$ cat config.mk
export PLATFORM = sky130hd
export DESIGN_NAME = axi_wr_responder_flat
export DESIGN_NICKNAME = d
export VERILOG_FILES = /design/src/rtl/axi_pkg.sv /design/src/rtl/axi_wr_responder_if.sv /design/src/rtl/axi_burst_addr_next.sv /design/src/rtl/axi_wr_responder.sv /design/src/flat_wrapper.sv
export SDC_FILE = /design/constraint.sdc
export NUM_CORES = 1
export LEC_CHECK = 0
export ABC_AREA = 0
export BUFFER_PORTS_ARGS = -buffer_cell sky130_fd_sc_hd__buf_4
export CAP_MARGIN = 20
export CORE_ASPECT_RATIO = 0.5
export CORE_MARGIN = 1.5
export CORE_UTILIZATION = 45
export CTS_CLUSTER_SIZE = 14
export DETAILED_ROUTE_END_ITERATION = 7
export GPL_ROUTABILITY_DRIVEN = 0
export HOLD_SLACK_MARGIN = 0.15
export PLACE_DENSITY = 0.72
export SYNTH_ARGS = -nofsm -noshare
export SYNTH_HDL_FRONTEND = slang
export SYNTH_SLANG_ARGS = --single-unit
$ cat constraint.sdc
create_clock -name clk -period 3.3 [get_ports clk]
set_input_delay 0.33 -clock clk [delete_from_list [all_inputs] [get_ports clk]]
set_output_delay 0.33 -clock clk [all_outputs]
set_load 0.1 [all_outputs]
$ cat src/rtl/axi_pkg.sv
// Shared AXI encodings and the write-responder FSM state type.
package axi_pkg;

  localparam logic [1:0] BURST_FIXED = 2'b00;
  localparam logic [1:0] BURST_INCR  = 2'b01;
  localparam logic [1:0] BURST_WRAP  = 2'b10;
  localparam logic [1:0] BURST_RSVD  = 2'b11;

  localparam logic [1:0] RESP_OKAY   = 2'b00;
  localparam logic [1:0] RESP_EXOKAY = 2'b01;
  localparam logic [1:0] RESP_SLVERR = 2'b10;
  localparam logic [1:0] RESP_DECERR = 2'b11;

  typedef enum logic [1:0] {
    ST_IDLE  = 2'd0,
    ST_BURST = 2'd1,
    ST_RESP  = 2'd2
  } state_t;

  // WRAP bursts are only legal with 2, 4, 8 or 16 beats.
  function automatic logic wrap_len_ok(input logic [7:0] len);
    return (len == 8'd1) || (len == 8'd3) || (len == 8'd7) || (len == 8'd15);
  endfunction

endpackage

$ cat src/rtl/axi_wr_responder_if.sv
// AXI write channels (AW/W/B) between a master and the write responder.
// Handshake rule on every channel: a beat transfers on the rising clk edge
// where valid and ready are both high; the source holds its payload stable
// and keeps valid high until that edge, and ready never waits on valid.
// dbg_state mirrors the responder FSM for checkers.
interface axi_wr_responder_if #(
  parameter int ID_WIDTH   = 8,
  parameter int ADDR_WIDTH = 16,
  parameter int DATA_WIDTH = 32,
  parameter int STRB_WIDTH = DATA_WIDTH / 8
);
  logic [ID_WIDTH-1:0]   s_axi_awid;
  logic [ADDR_WIDTH-1:0] s_axi_awaddr;
  logic [7:0]            s_axi_awlen;
  logic [2:0]            s_axi_awsize;
  logic [1:0]            s_axi_awburst;
  logic                  s_axi_awvalid;
  logic                  s_axi_awready;
  logic [DATA_WIDTH-1:0] s_axi_wdata;
  logic [STRB_WIDTH-1:0] s_axi_wstrb;
  logic                  s_axi_wlast;
  logic                  s_axi_wvalid;
  logic                  s_axi_wready;
  logic [ID_WIDTH-1:0]   s_axi_bid;
  logic [1:0]            s_axi_bresp;
  logic                  s_axi_bvalid;
  logic                  s_axi_bready;
  axi_pkg::state_t       dbg_state;

  modport master (
    output s_axi_awid, s_axi_awaddr, s_axi_awlen, s_axi_awsize, s_axi_awburst,
           s_axi_awvalid, s_axi_wdata, s_axi_wstrb, s_axi_wlast, s_axi_wvalid,
           s_axi_bready,
    input  s_axi_awready, s_axi_wready, s_axi_bid, s_axi_bresp, s_axi_bvalid,
           dbg_state
  );

  modport slave (
    input  s_axi_awid, s_axi_awaddr, s_axi_awlen, s_axi_awsize, s_axi_awburst,
           s_axi_awvalid, s_axi_wdata, s_axi_wstrb, s_axi_wlast, s_axi_wvalid,
           s_axi_bready,
    output s_axi_awready, s_axi_wready, s_axi_bid, s_axi_bresp, s_axi_bvalid,
           dbg_state
  );
endinterface

$ cat src/rtl/axi_burst_addr_next.sv
// Address of the next beat of an AXI burst (FIXED / INCR / WRAP).
module axi_burst_addr_next
  import axi_pkg::*;
#(
  parameter int ADDR_WIDTH = 16
) (
  input  logic [ADDR_WIDTH-1:0] addr,
  input  logic [7:0]            len,
  input  logic [2:0]            size,
  input  logic [1:0]            burst,
  output logic [ADDR_WIDTH-1:0] next_addr
);
  // Extended width so the wrap window size never overflows for small ADDR_WIDTH.
  localparam int EW = ADDR_WIDTH + 16;

  logic [EW-1:0] step;
  logic [EW-1:0] wrap_mask;
  logic [EW-1:0] incr_addr;

  // Step by one beat; WRAP keeps the bits above the aligned window fixed.
  always_comb begin
    step      = EW'(1) << size;
    wrap_mask = ((EW'(len) + EW'(1)) << size) - EW'(1);
    incr_addr = EW'(addr) + step;
    case (burst)
      BURST_INCR: next_addr = incr_addr[ADDR_WIDTH-1:0];
      BURST_WRAP: next_addr = ADDR_WIDTH'((EW'(addr) & ~wrap_mask) | (incr_addr & wrap_mask));
      default:    next_addr = addr;
    endcase
  end
endmodule

$ cat src/rtl/axi_wr_responder.sv
// Single-outstanding AXI write responder driving a word-wide memory write port.
module axi_wr_responder
  import axi_pkg::*;
#(
  parameter int DATA_WIDTH     = 32,
  parameter int ADDR_WIDTH     = 16,
  parameter int STRB_WIDTH     = DATA_WIDTH / 8,
  parameter int ID_WIDTH       = 8,
  parameter int MEM_ADDR_WIDTH = ADDR_WIDTH - $clog2(STRB_WIDTH)
) (
  input  logic                      clk,
  input  logic                      rst,
  axi_wr_responder_if.slave         s_axi,
  output logic [MEM_ADDR_WIDTH-1:0] mem_wr_addr,
  output logic [DATA_WIDTH-1:0]     mem_wr_data,
  output logic [STRB_WIDTH-1:0]     mem_wr_strb,
  output logic                      mem_wr_en
);
  localparam int ADDR_LSB = $clog2(STRB_WIDTH);

  state_t                    state_q, state_d;
  logic [ID_WIDTH-1:0]       id_q, id_d;
  logic [ADDR_WIDTH-1:0]     addr_q, addr_d;
  logic [7:0]                len_q, len_d;
  logic [2:0]                size_q, size_d;
  logic [1:0]                burst_q, burst_d;
  logic [7:0]                beat_q, beat_d;
  // aw_err blocks memory writes; wlast_err only colours the response.
  logic                      aw_err_q, aw_err_d;
  logic                      wlast_err_q, wlast_err_d;
  logic                      mem_wr_en_q, mem_wr_en_d;
  logic [MEM_ADDR_WIDTH-1:0] mem_wr_addr_q, mem_wr_addr_d;
  logic [DATA_WIDTH-1:0]     mem_wr_data_q, mem_wr_data_d;
  logic [STRB_WIDTH-1:0]     mem_wr_strb_q, mem_wr_strb_d;
  logic [ADDR_WIDTH-1:0]     next_addr;
  logic                      last_beat;

  axi_burst_addr_next #(.ADDR_WIDTH(ADDR_WIDTH)) u_addr_next (
    .addr      (addr_q),
    .len       (len_q),
    .size      (size_q),
    .burst     (burst_q),
    .next_addr (next_addr)
  );

  assign last_beat = (beat_q == len_q);

  // Channel handshakes are pure decodes of the current state.
  always_comb begin
    s_axi.s_axi_awready = (state_q == ST_IDLE) && !rst;
    s_axi.s_axi_wready  = (state_q == ST_BURST);
    s_axi.s_axi_bvalid  = (state_q == ST_RESP);
    s_axi.s_axi_bid     = id_q;
    s_axi.s_axi_bresp   = (aw_err_q || wlast_err_q) ? RESP_SLVERR : RESP_OKAY;
    s_axi.dbg_state     = state_q;
  end

  // Next-state, burst bookkeeping and memory-write registration.
  always_comb begin
    state_d       = state_q;
    id_d          = id_q;
    addr_d        = addr_q;
    len_d         = len_q;
    size_d        = size_q;
    burst_d       = burst_q;
    beat_d        = beat_q;
    aw_err_d      = aw_err_q;
    wlast_err_d   = wlast_err_q;
    mem_wr_en_d   = 1'b0;
    mem_wr_addr_d = mem_wr_addr_q;
    mem_wr_data_d = mem_wr_data_q;
    mem_wr_strb_d = mem_wr_strb_q;
    case (state_q)
      ST_IDLE: begin
        if (s_axi.s_axi_awvalid) begin
          id_d        = s_axi.s_axi_awid;
          addr_d      = s_axi.s_axi_awaddr;
          len_d       = s_axi.s_axi_awlen;
          size_d      = s_axi.s_axi_awsize;
          burst_d     = s_axi.s_axi_awburst;
          beat_d      = 8'd0;
          wlast_err_d = 1'b0;
          aw_err_d    = (s_axi.s_axi_awburst == BURST_RSVD)
                     || (int'(s_axi.s_axi_awsize) > ADDR_LSB)
                     || ((s_axi.s_axi_awburst == BURST_WRAP) && !wrap_len_ok(s_axi.s_axi_awlen));
          state_d     = ST_BURST;
        end
      end
      ST_BURST: begin
        if (s_axi.s_axi_wvalid) begin
          beat_d = beat_q + 8'd1;
          addr_d = next_addr;
          if (!aw_err_q) begin
            mem_wr_en_d   = 1'b1;
            mem_wr_addr_d = MEM_ADDR_WIDTH'(addr_q >> ADDR_LSB);
            mem_wr_data_d = s_axi.s_axi_wdata;
            mem_wr_strb_d = s_axi.s_axi_wstrb;
          end
          if (s_axi.s_axi_wlast != last_beat) wlast_err_d = 1'b1;
          if (last_beat) state_d = ST_RESP;
        end
      end
      ST_RESP: begin
        if (s_axi.s_axi_bready) state_d = ST_IDLE;
      end
      default: state_d = ST_IDLE;
    endcase
  end

  // State and output registers; reset abandons any transaction in flight.
  always_ff @(posedge clk) begin
    if (rst) begin
      state_q       <= ST_IDLE;
      id_q          <= '0;
      addr_q        <= '0;
      len_q         <= '0;
      size_q        <= '0;
      burst_q       <= '0;
      beat_q        <= '0;
      aw_err_q      <= 1'b0;
      wlast_err_q   <= 1'b0;
      mem_wr_en_q   <= 1'b0;
      mem_wr_addr_q <= '0;
      mem_wr_data_q <= '0;
      mem_wr_strb_q <= '0;
    end else begin
      state_q       <= state_d;
      id_q          <= id_d;
      addr_q        <= addr_d;
      len_q         <= len_d;
      size_q        <= size_d;
      burst_q       <= burst_d;
      beat_q        <= beat_d;
      aw_err_q      <= aw_err_d;
      wlast_err_q   <= wlast_err_d;
      mem_wr_en_q   <= mem_wr_en_d;
      mem_wr_addr_q <= mem_wr_addr_d;
      mem_wr_data_q <= mem_wr_data_d;
      mem_wr_strb_q <= mem_wr_strb_d;
    end
  end

  assign mem_wr_en   = mem_wr_en_q;
  assign mem_wr_addr = mem_wr_addr_q;
  assign mem_wr_data = mem_wr_data_q;
  assign mem_wr_strb = mem_wr_strb_q;
endmodule

$ cat src/flat_wrapper.sv
// flat-port wrapper written by rule: the top's interface ports become plain ports
module axi_wr_responder_flat import axi_pkg::*;
#(
  parameter int DATA_WIDTH     = 32,
  parameter int ADDR_WIDTH     = 16,
  parameter int STRB_WIDTH     = DATA_WIDTH / 8,
  parameter int ID_WIDTH       = 8,
  parameter int MEM_ADDR_WIDTH = ADDR_WIDTH - $clog2(STRB_WIDTH)
)
  (clk, rst, mem_wr_addr, mem_wr_data, mem_wr_strb, mem_wr_en, s_axi_s_axi_awid, s_axi_s_axi_awaddr, s_axi_s_axi_awlen, s_axi_s_axi_awsize, s_axi_s_axi_awburst, s_axi_s_axi_awvalid, s_axi_s_axi_wdata, s_axi_s_axi_wstrb, s_axi_s_axi_wlast, s_axi_s_axi_wvalid, s_axi_s_axi_bready, s_axi_s_axi_awready, s_axi_s_axi_wready, s_axi_s_axi_bid, s_axi_s_axi_bresp, s_axi_s_axi_bvalid, s_axi_dbg_state);
  axi_wr_responder_if #(.ID_WIDTH(ID_WIDTH), .ADDR_WIDTH(ADDR_WIDTH), .DATA_WIDTH(DATA_WIDTH), .STRB_WIDTH(STRB_WIDTH)) s_axi_i ();
  input  logic clk;
  input  logic rst;
  output logic [MEM_ADDR_WIDTH-1:0] mem_wr_addr;
  output logic [DATA_WIDTH-1:0] mem_wr_data;
  output logic [STRB_WIDTH-1:0] mem_wr_strb;
  output logic mem_wr_en;
  input wire logic [$bits(s_axi_i.s_axi_awid)-1:0] s_axi_s_axi_awid;
  input wire logic [$bits(s_axi_i.s_axi_awaddr)-1:0] s_axi_s_axi_awaddr;
  input wire logic [$bits(s_axi_i.s_axi_awlen)-1:0] s_axi_s_axi_awlen;
  input wire logic [$bits(s_axi_i.s_axi_awsize)-1:0] s_axi_s_axi_awsize;
  input wire logic [$bits(s_axi_i.s_axi_awburst)-1:0] s_axi_s_axi_awburst;
  input wire logic [$bits(s_axi_i.s_axi_awvalid)-1:0] s_axi_s_axi_awvalid;
  input wire logic [$bits(s_axi_i.s_axi_wdata)-1:0] s_axi_s_axi_wdata;
  input wire logic [$bits(s_axi_i.s_axi_wstrb)-1:0] s_axi_s_axi_wstrb;
  input wire logic [$bits(s_axi_i.s_axi_wlast)-1:0] s_axi_s_axi_wlast;
  input wire logic [$bits(s_axi_i.s_axi_wvalid)-1:0] s_axi_s_axi_wvalid;
  input wire logic [$bits(s_axi_i.s_axi_bready)-1:0] s_axi_s_axi_bready;
  output wire logic [$bits(s_axi_i.s_axi_awready)-1:0] s_axi_s_axi_awready;
  output wire logic [$bits(s_axi_i.s_axi_wready)-1:0] s_axi_s_axi_wready;
  output wire logic [$bits(s_axi_i.s_axi_bid)-1:0] s_axi_s_axi_bid;
  output wire logic [$bits(s_axi_i.s_axi_bresp)-1:0] s_axi_s_axi_bresp;
  output wire logic [$bits(s_axi_i.s_axi_bvalid)-1:0] s_axi_s_axi_bvalid;
  output wire logic [$bits(s_axi_i.dbg_state)-1:0] s_axi_dbg_state;
  assign s_axi_i.s_axi_awid = s_axi_s_axi_awid;
  assign s_axi_i.s_axi_awaddr = s_axi_s_axi_awaddr;
  assign s_axi_i.s_axi_awlen = s_axi_s_axi_awlen;
  assign s_axi_i.s_axi_awsize = s_axi_s_axi_awsize;
  assign s_axi_i.s_axi_awburst = s_axi_s_axi_awburst;
  assign s_axi_i.s_axi_awvalid = s_axi_s_axi_awvalid;
  assign s_axi_i.s_axi_wdata = s_axi_s_axi_wdata;
  assign s_axi_i.s_axi_wstrb = s_axi_s_axi_wstrb;
  assign s_axi_i.s_axi_wlast = s_axi_s_axi_wlast;
  assign s_axi_i.s_axi_wvalid = s_axi_s_axi_wvalid;
  assign s_axi_i.s_axi_bready = s_axi_s_axi_bready;
  assign s_axi_s_axi_awready = s_axi_i.s_axi_awready;
  assign s_axi_s_axi_wready = s_axi_i.s_axi_wready;
  assign s_axi_s_axi_bid = s_axi_i.s_axi_bid;
  assign s_axi_s_axi_bresp = s_axi_i.s_axi_bresp;
  assign s_axi_s_axi_bvalid = s_axi_i.s_axi_bvalid;
  assign s_axi_dbg_state = s_axi_i.dbg_state;
  axi_wr_responder #(.DATA_WIDTH(DATA_WIDTH), .ADDR_WIDTH(ADDR_WIDTH), .STRB_WIDTH(STRB_WIDTH), .ID_WIDTH(ID_WIDTH), .MEM_ADDR_WIDTH(MEM_ADDR_WIDTH)) u_core (.clk(clk), .rst(rst), .s_axi(s_axi_i), .mem_wr_addr(mem_wr_addr), .mem_wr_data(mem_wr_data), .mem_wr_strb(mem_wr_strb), .mem_wr_en(mem_wr_en));
endmodule
; ---- Word level (Yosys, flattened, before mapping)
; Index checks and enable logic that the tools add are counted.
; Widths: inputs -> output; s select.
[word_totals]
register_bits = 100
in_bits = 79
[classes]
addsub = 4
n_lt_le_gt_ge = 1
n_eq_ne = 18
shifts = 2
mux = 18
bitwise = 7
n_reduce_logical = 19
[ops]
columns = operator, n
row1 = $pmux 16 s2, 2
row2 = $and 16x16->16, 2
row3 = $mux 16, 2
row4 = $add 16x16->16, 1
row5 = $mux 8, 2
row6 = $not 16->16, 1
row7 = $or 16x16->16, 1
row8 = $pmux 8 s2, 1
row9 = $shl 1x3->16 const A, 1
row10 = $shl 9x3->16, 1
row11 = $sub 16x1->16 const B, 1
row12 = $reduce_and 4->1, 3
row13 = $mux 2, 5
row14 = $add 8x1->9 const B, 1
row15 = $add 8x1->8 const B, 1
row16 = $eq 2x2->1 const B, 4
row17 = $eq 8x1->1 const B, 1
row18 = $eq 8x2->1 const B, 1
row19 = $eq 8x3->1 const B, 1
row20 = $eq 8x4->1 const B, 1
row21 = $eq 8x8->1, 1
row22 = $logic_or 1x1->1, 6
row23 = $ne 2x2->1 const B, 3
row24 = $pmux 2 s3, 1
row25 = 15 further kinds, 25

; ---- Logic depth before layout (Yosys ltp)
[depth]
depth_word = 9
mapped_depth = 18

; ---- By module
; From an unflattened synthesis, not the netlist that was laid out.
[hier_totals]
hier_cells = 828
hier_area_um2 = 6104.6
[by_module_without_submodules]
columns = mod, n_inst, cells_each, area_each_um2, seq_area_each_um2
row1 = axi_wr_responder, 1, 487, 3857.4, 2001.9
row2 = axi_burst_addr_next, 1, 341, 2247.2, 0.0

; ---- Worst setup path after synthesis
; Ideal clock, no wire load.
[synth_timing]
path_type = register to output
from = register u_core.state_q[0], in the netlist u_core.s_axi.dbg_state[0]
to = output port s_axi_s_axi_awready
arrival_time_ps = 2900
t_required_ps = 2970
slack_ps = 70
stages_incl_launch_ff = 2
path_cell_list = dfxtp_1 nor3_1
[synth_via]
elab_chain_cells = 2
[synth_lines]
columns = element, line
row1 = from (decl), axi_wr_responder.sv:21  ; state_t state_q, state_d;
row2 = from (signal assigned), axi_wr_responder.sv:127  ; state_q <= state_d;
row3 = $logic_not 2->1, axi_wr_responder.sv:50  ; s_axi.s_axi_awready = (state_q == ST_IDLE) && !rst;
row4 = $logic_and 1x1->1, axi_wr_responder.sv:50
row5 = to (decl), flat_wrapper.sv:29  ; output wire logic [$bits(s_axi_i.s_axi_awready)-1:0] s_axi_s_axi_awready;
; No other way between the ends.

==> impl_metrics.py <==
metrics = {
    "logic_synthesis": {
        "synth_warnings": 0,
        "ys_seq_area_share_pct": 34.6,
        "post_synth_inst_count": 776,
        "synth_seq_cells": 100,
        "netlist.top_cell.by_area": "sky130_fd_sc_hd__dfxtp_1",
        "synth.cell_area_mm2": 0.00579,
        "postSynth.asyncResetShare_pct": 0,
        "net_count_after_synthesis": 868,
        "post_synth_top_flop": "sky130_fd_sc_hd__dfxtp_1",
        "synth_area_per_cell_um2": 7.46,
        "synth_edf_count": 0,
        "synthDominantCellAreaShare_pct": 34.6,
        "yosysUniqueCellTypes": 81,
        "synth_area_leaders": "sky130_fd_sc_hd__dfxtp_1 35%, sky130_fd_sc_hd__nand2_1 13%, sky130_fd_sc_hd__a21oi_1 9.1%",
    },
    "final_layout": {
        "layout.nets": 994,
        "stdcell_count": 1077,
        "postLayoutCoreUtil_pct": 58.6,
        "area_growth_pct": 27.4,
        "num-fill-cells": 1193,
        "drive_gt1_share_pct": 24.1,
        "layout.cells.most_common": "sky130_fd_sc_hd__nand2_1",
        "mostFrequentLayoutCells": "196 x sky130_fd_sc_hd__nand2_1, 170 x sky130_fd_sc_hd__buf_4, 105 x sky130_fd_sc_hd__a21oi_1",
        "diodes": 0,
    },
    "critical_path": {
        "worst_setup_path_startpoint": "u_core.len_q[0]",
        "worst-path-max-fanout": 5,
        "cp.arrival_ns": 3.41,
        "criticalPathCategory": "register to register",
        "startpoint_of_the_most_critical_register_to_register_path": "u_core.len_q[0]",
        "cp.buffers_inverters": 0,
        "crit_slowest_cell": "sky130_fd_sc_hd__or4_4",
        "cp.required_ns": 3.54,
        "cp_common_cell": "sky130_fd_sc_hd__nand3_2",
        "crit_path_end_kind": "register",
        "worst_r2r_path_depth": 10,
        "cp_cell_sequence": "ha_1 -> nor2b_1 -> or2_2 -> o2bb2ai_1 -> or4_4 -> a211oi_4 -> nand3_2 -> or3_1 -> nand3_2 -> mux2_1",
        "startpoint_type": "register",
        "cp.depth": 10,
        "crit_path_max_incr_delay_ns": 0.46,
        "crit_family": "simple AND/OR/NAND/NOR gates",
    },
    "worst_hold_path": {
        "start_point_of_the_worst_hold_path": "s_axi_s_axi_wdata[2]",
        "min_path_cells": 3,
        "min-delay-path-class": "primary input to register",
    },
    "clocking": {
        "clockRootBuffer": "sky130_fd_sc_hd__clkbuf_16",
        "ctsHtreeMaxLevel": 3,
        "hold_buffers": 0,
        "clk_path_buf_depth": 2,
        "cts_inserted_buffers": 9,
        "clock_latency_ns": 0.35,
        "cts_tree": "done",
        "clock_sink_count": 100,
        "clkTransAtPathRegs_ns": 0.08,
    },
    "floorplan": {
        "core_region_area_mm2": 0.0126,
        "die_h_um": 83.2,
        "start_util_pct": 46.0,
        "cell_row_count": 29,
        "die-area_mm2": 0.0136,
        "chipWidth_um": 163,
        "ioPinCount": 145,
    },
    "place": {
        "placedCellCount": 1060,
        "dp.final_hpwl_um": 12000,
        "port-buffer-count": 143,
    },
    "power_and_ir_drop": {
        "cellLeakagePower_uw": 0.00291,
        "report.power.total_uw": 3680,
        "power.density_mw_per_mm2": 500,
        "ir_drop_worst_case_vdd_v": 0.000249,
    },
    "sta": {
        "tightestPinTransition_ns": 0.979,
        "worst_relative_slew_slack_pct": 34.7,
        "slew_violations": 0,
        "fin_crit_ns": 3.17,
        "finClkSkew_ns": 0.00877,
        "final_min_period_over_clock_period_pct": 96.0,
        "whs_ns": 0.221,
        "setup_violations": 0,
        "final_hold_fails": 0,
        "fmax_mhz": 316,
    },
    "run": {
        "maxCapViolations": 0,
    },
    "routing": {
        "avgRoutedWirePerCell_um": 15.3,
        "num_vias": 5933,
        "detailedRoute.firstIterationViolations": 573,
        "detail_route.drc_violations": 0,
        "drt.antenna.violating_nets": 0,
        "routed_wirelength_um": 16500,
        "routed_via_density": 5.51,
        "number_of_iterations_in_the_first_detailed_routing_pass": 5,
    },
    "global_route": {
        "grt_use_total_pct": 24.4,
        "gr-total-overflow": 0,
        "grt_start_max_net_pins": 94,
        "first_pass_grt_wire_length_um": 26800,
        "antenna_found_initial": 0,
        "via_count_of_the_first_global_routing_pass": 5331,
    },
    "status": {
        "status": "finished clean",
    },
}
==> metal layers <==
layer,share of wire [%],GRT usage [%]
met1,47,35.1
met2,44,36.9
met3,8.1,5.59
met4,1.4,5.34
met5,0,0
==> power breakdown <==
group          internal, uW  switching, uW  total (uW)
Sequential             1290           81.9        1370
Clock                   536            520        1060
Combinational           414            838        1250
Total                  2240           1440        3680
==> path summary, 6_finish.rpt <==
kind	end	slack (ns)
max	register	0.13
min	u_core.mem_wr_data[2]	0.22
max reg2reg	register	0.13
min reg2reg	u_core.mem_wr_data[11]	0.46
==> cell type report <==
class	instances	area, um^2	share of cell area [%]
Clock buffer	10	229	3.11
Clock inverter	6	68.8	0.933
Inverter	19	71.3	0.967
Multi-Input combinational cell	601	3490	47.4
Sequential cell	100	2000	27.2
Tap cell	170	213	2.88
Timing Repair Buffer	171	1300	17.6
==> metrics by stage <==
stage	worst slack (ns)	setup TNS [ns]	area [um^2]
floorplan	0.0695	0	5790
global placement	0.181	0	7040
detailed placement	0.0777	0	7040
CTS	0.0743	0	7340
global route	-0.00800	-0.00800	7370
finish	0.132	0	7370
==> synth_stat cells (7+ instances only) <==
master                     count
sky130_fd_sc_hd__nand2_1     196
sky130_fd_sc_hd__a21oi_1     105
sky130_fd_sc_hd__dfxtp_1     100
sky130_fd_sc_hd__nor2_1       55
sky130_fd_sc_hd__clkbuf_1     38
sky130_fd_sc_hd__xnor2_1      24
sky130_fd_sc_hd__inv_1        18
sky130_fd_sc_hd__o21ai_0      17
sky130_fd_sc_hd__nand3_1      14
sky130_fd_sc_hd__nor3_1       14
sky130_fd_sc_hd__ha_1         12
sky130_fd_sc_hd__buf_2        11
sky130_fd_sc_hd__xor2_1       11
sky130_fd_sc_hd__nand4_1      10
sky130_fd_sc_hd__nor2b_1       9
sky130_fd_sc_hd__o211ai_1      8
sky130_fd_sc_hd__or2_2         7
==> what timing repair did <==
| item | in CTS | in global routing |
|---|---|---|
| endpoints found under the setup margin | 0 | 6 |
| resized for setup | 0 | 5 |
| buffers inserted | 0 | 1 |
==> logic make-up after synthesis <==
logic type               count (synthesis)  synth area share (%)
XOR/XNOR                                36                  5.58
AND/OR/NAND/NOR                        341                  26.4
AO/OA/AOI/OAI                          203                  23.4
other                                    1                0.0648
buffers and inverters                   75                  5.56
multiplexers                             7                  1.47
adder cells (fa/ha/maj)                 13                  2.94
flip-flops                             100                  34.6
==> worst reg2reg max path: stages (launching register included) <==
cell and delay, ns:
sky130_fd_sc_hd__dfxtp_1 0.33, sky130_fd_sc_hd__ha_1 0.32, sky130_fd_sc_hd__nor2b_1 0.15, sky130_fd_sc_hd__or2_2 0.32
sky130_fd_sc_hd__o2bb2ai_1 0.20, sky130_fd_sc_hd__or4_4 0.46, sky130_fd_sc_hd__a211oi_4 0.34, sky130_fd_sc_hd__nand3_2 0.14
sky130_fd_sc_hd__or3_1 0.40, sky130_fd_sc_hd__nand3_2 0.09, sky130_fd_sc_hd__mux2_1 0.31
No activity file was read; power rests on OpenSTA's default activity.
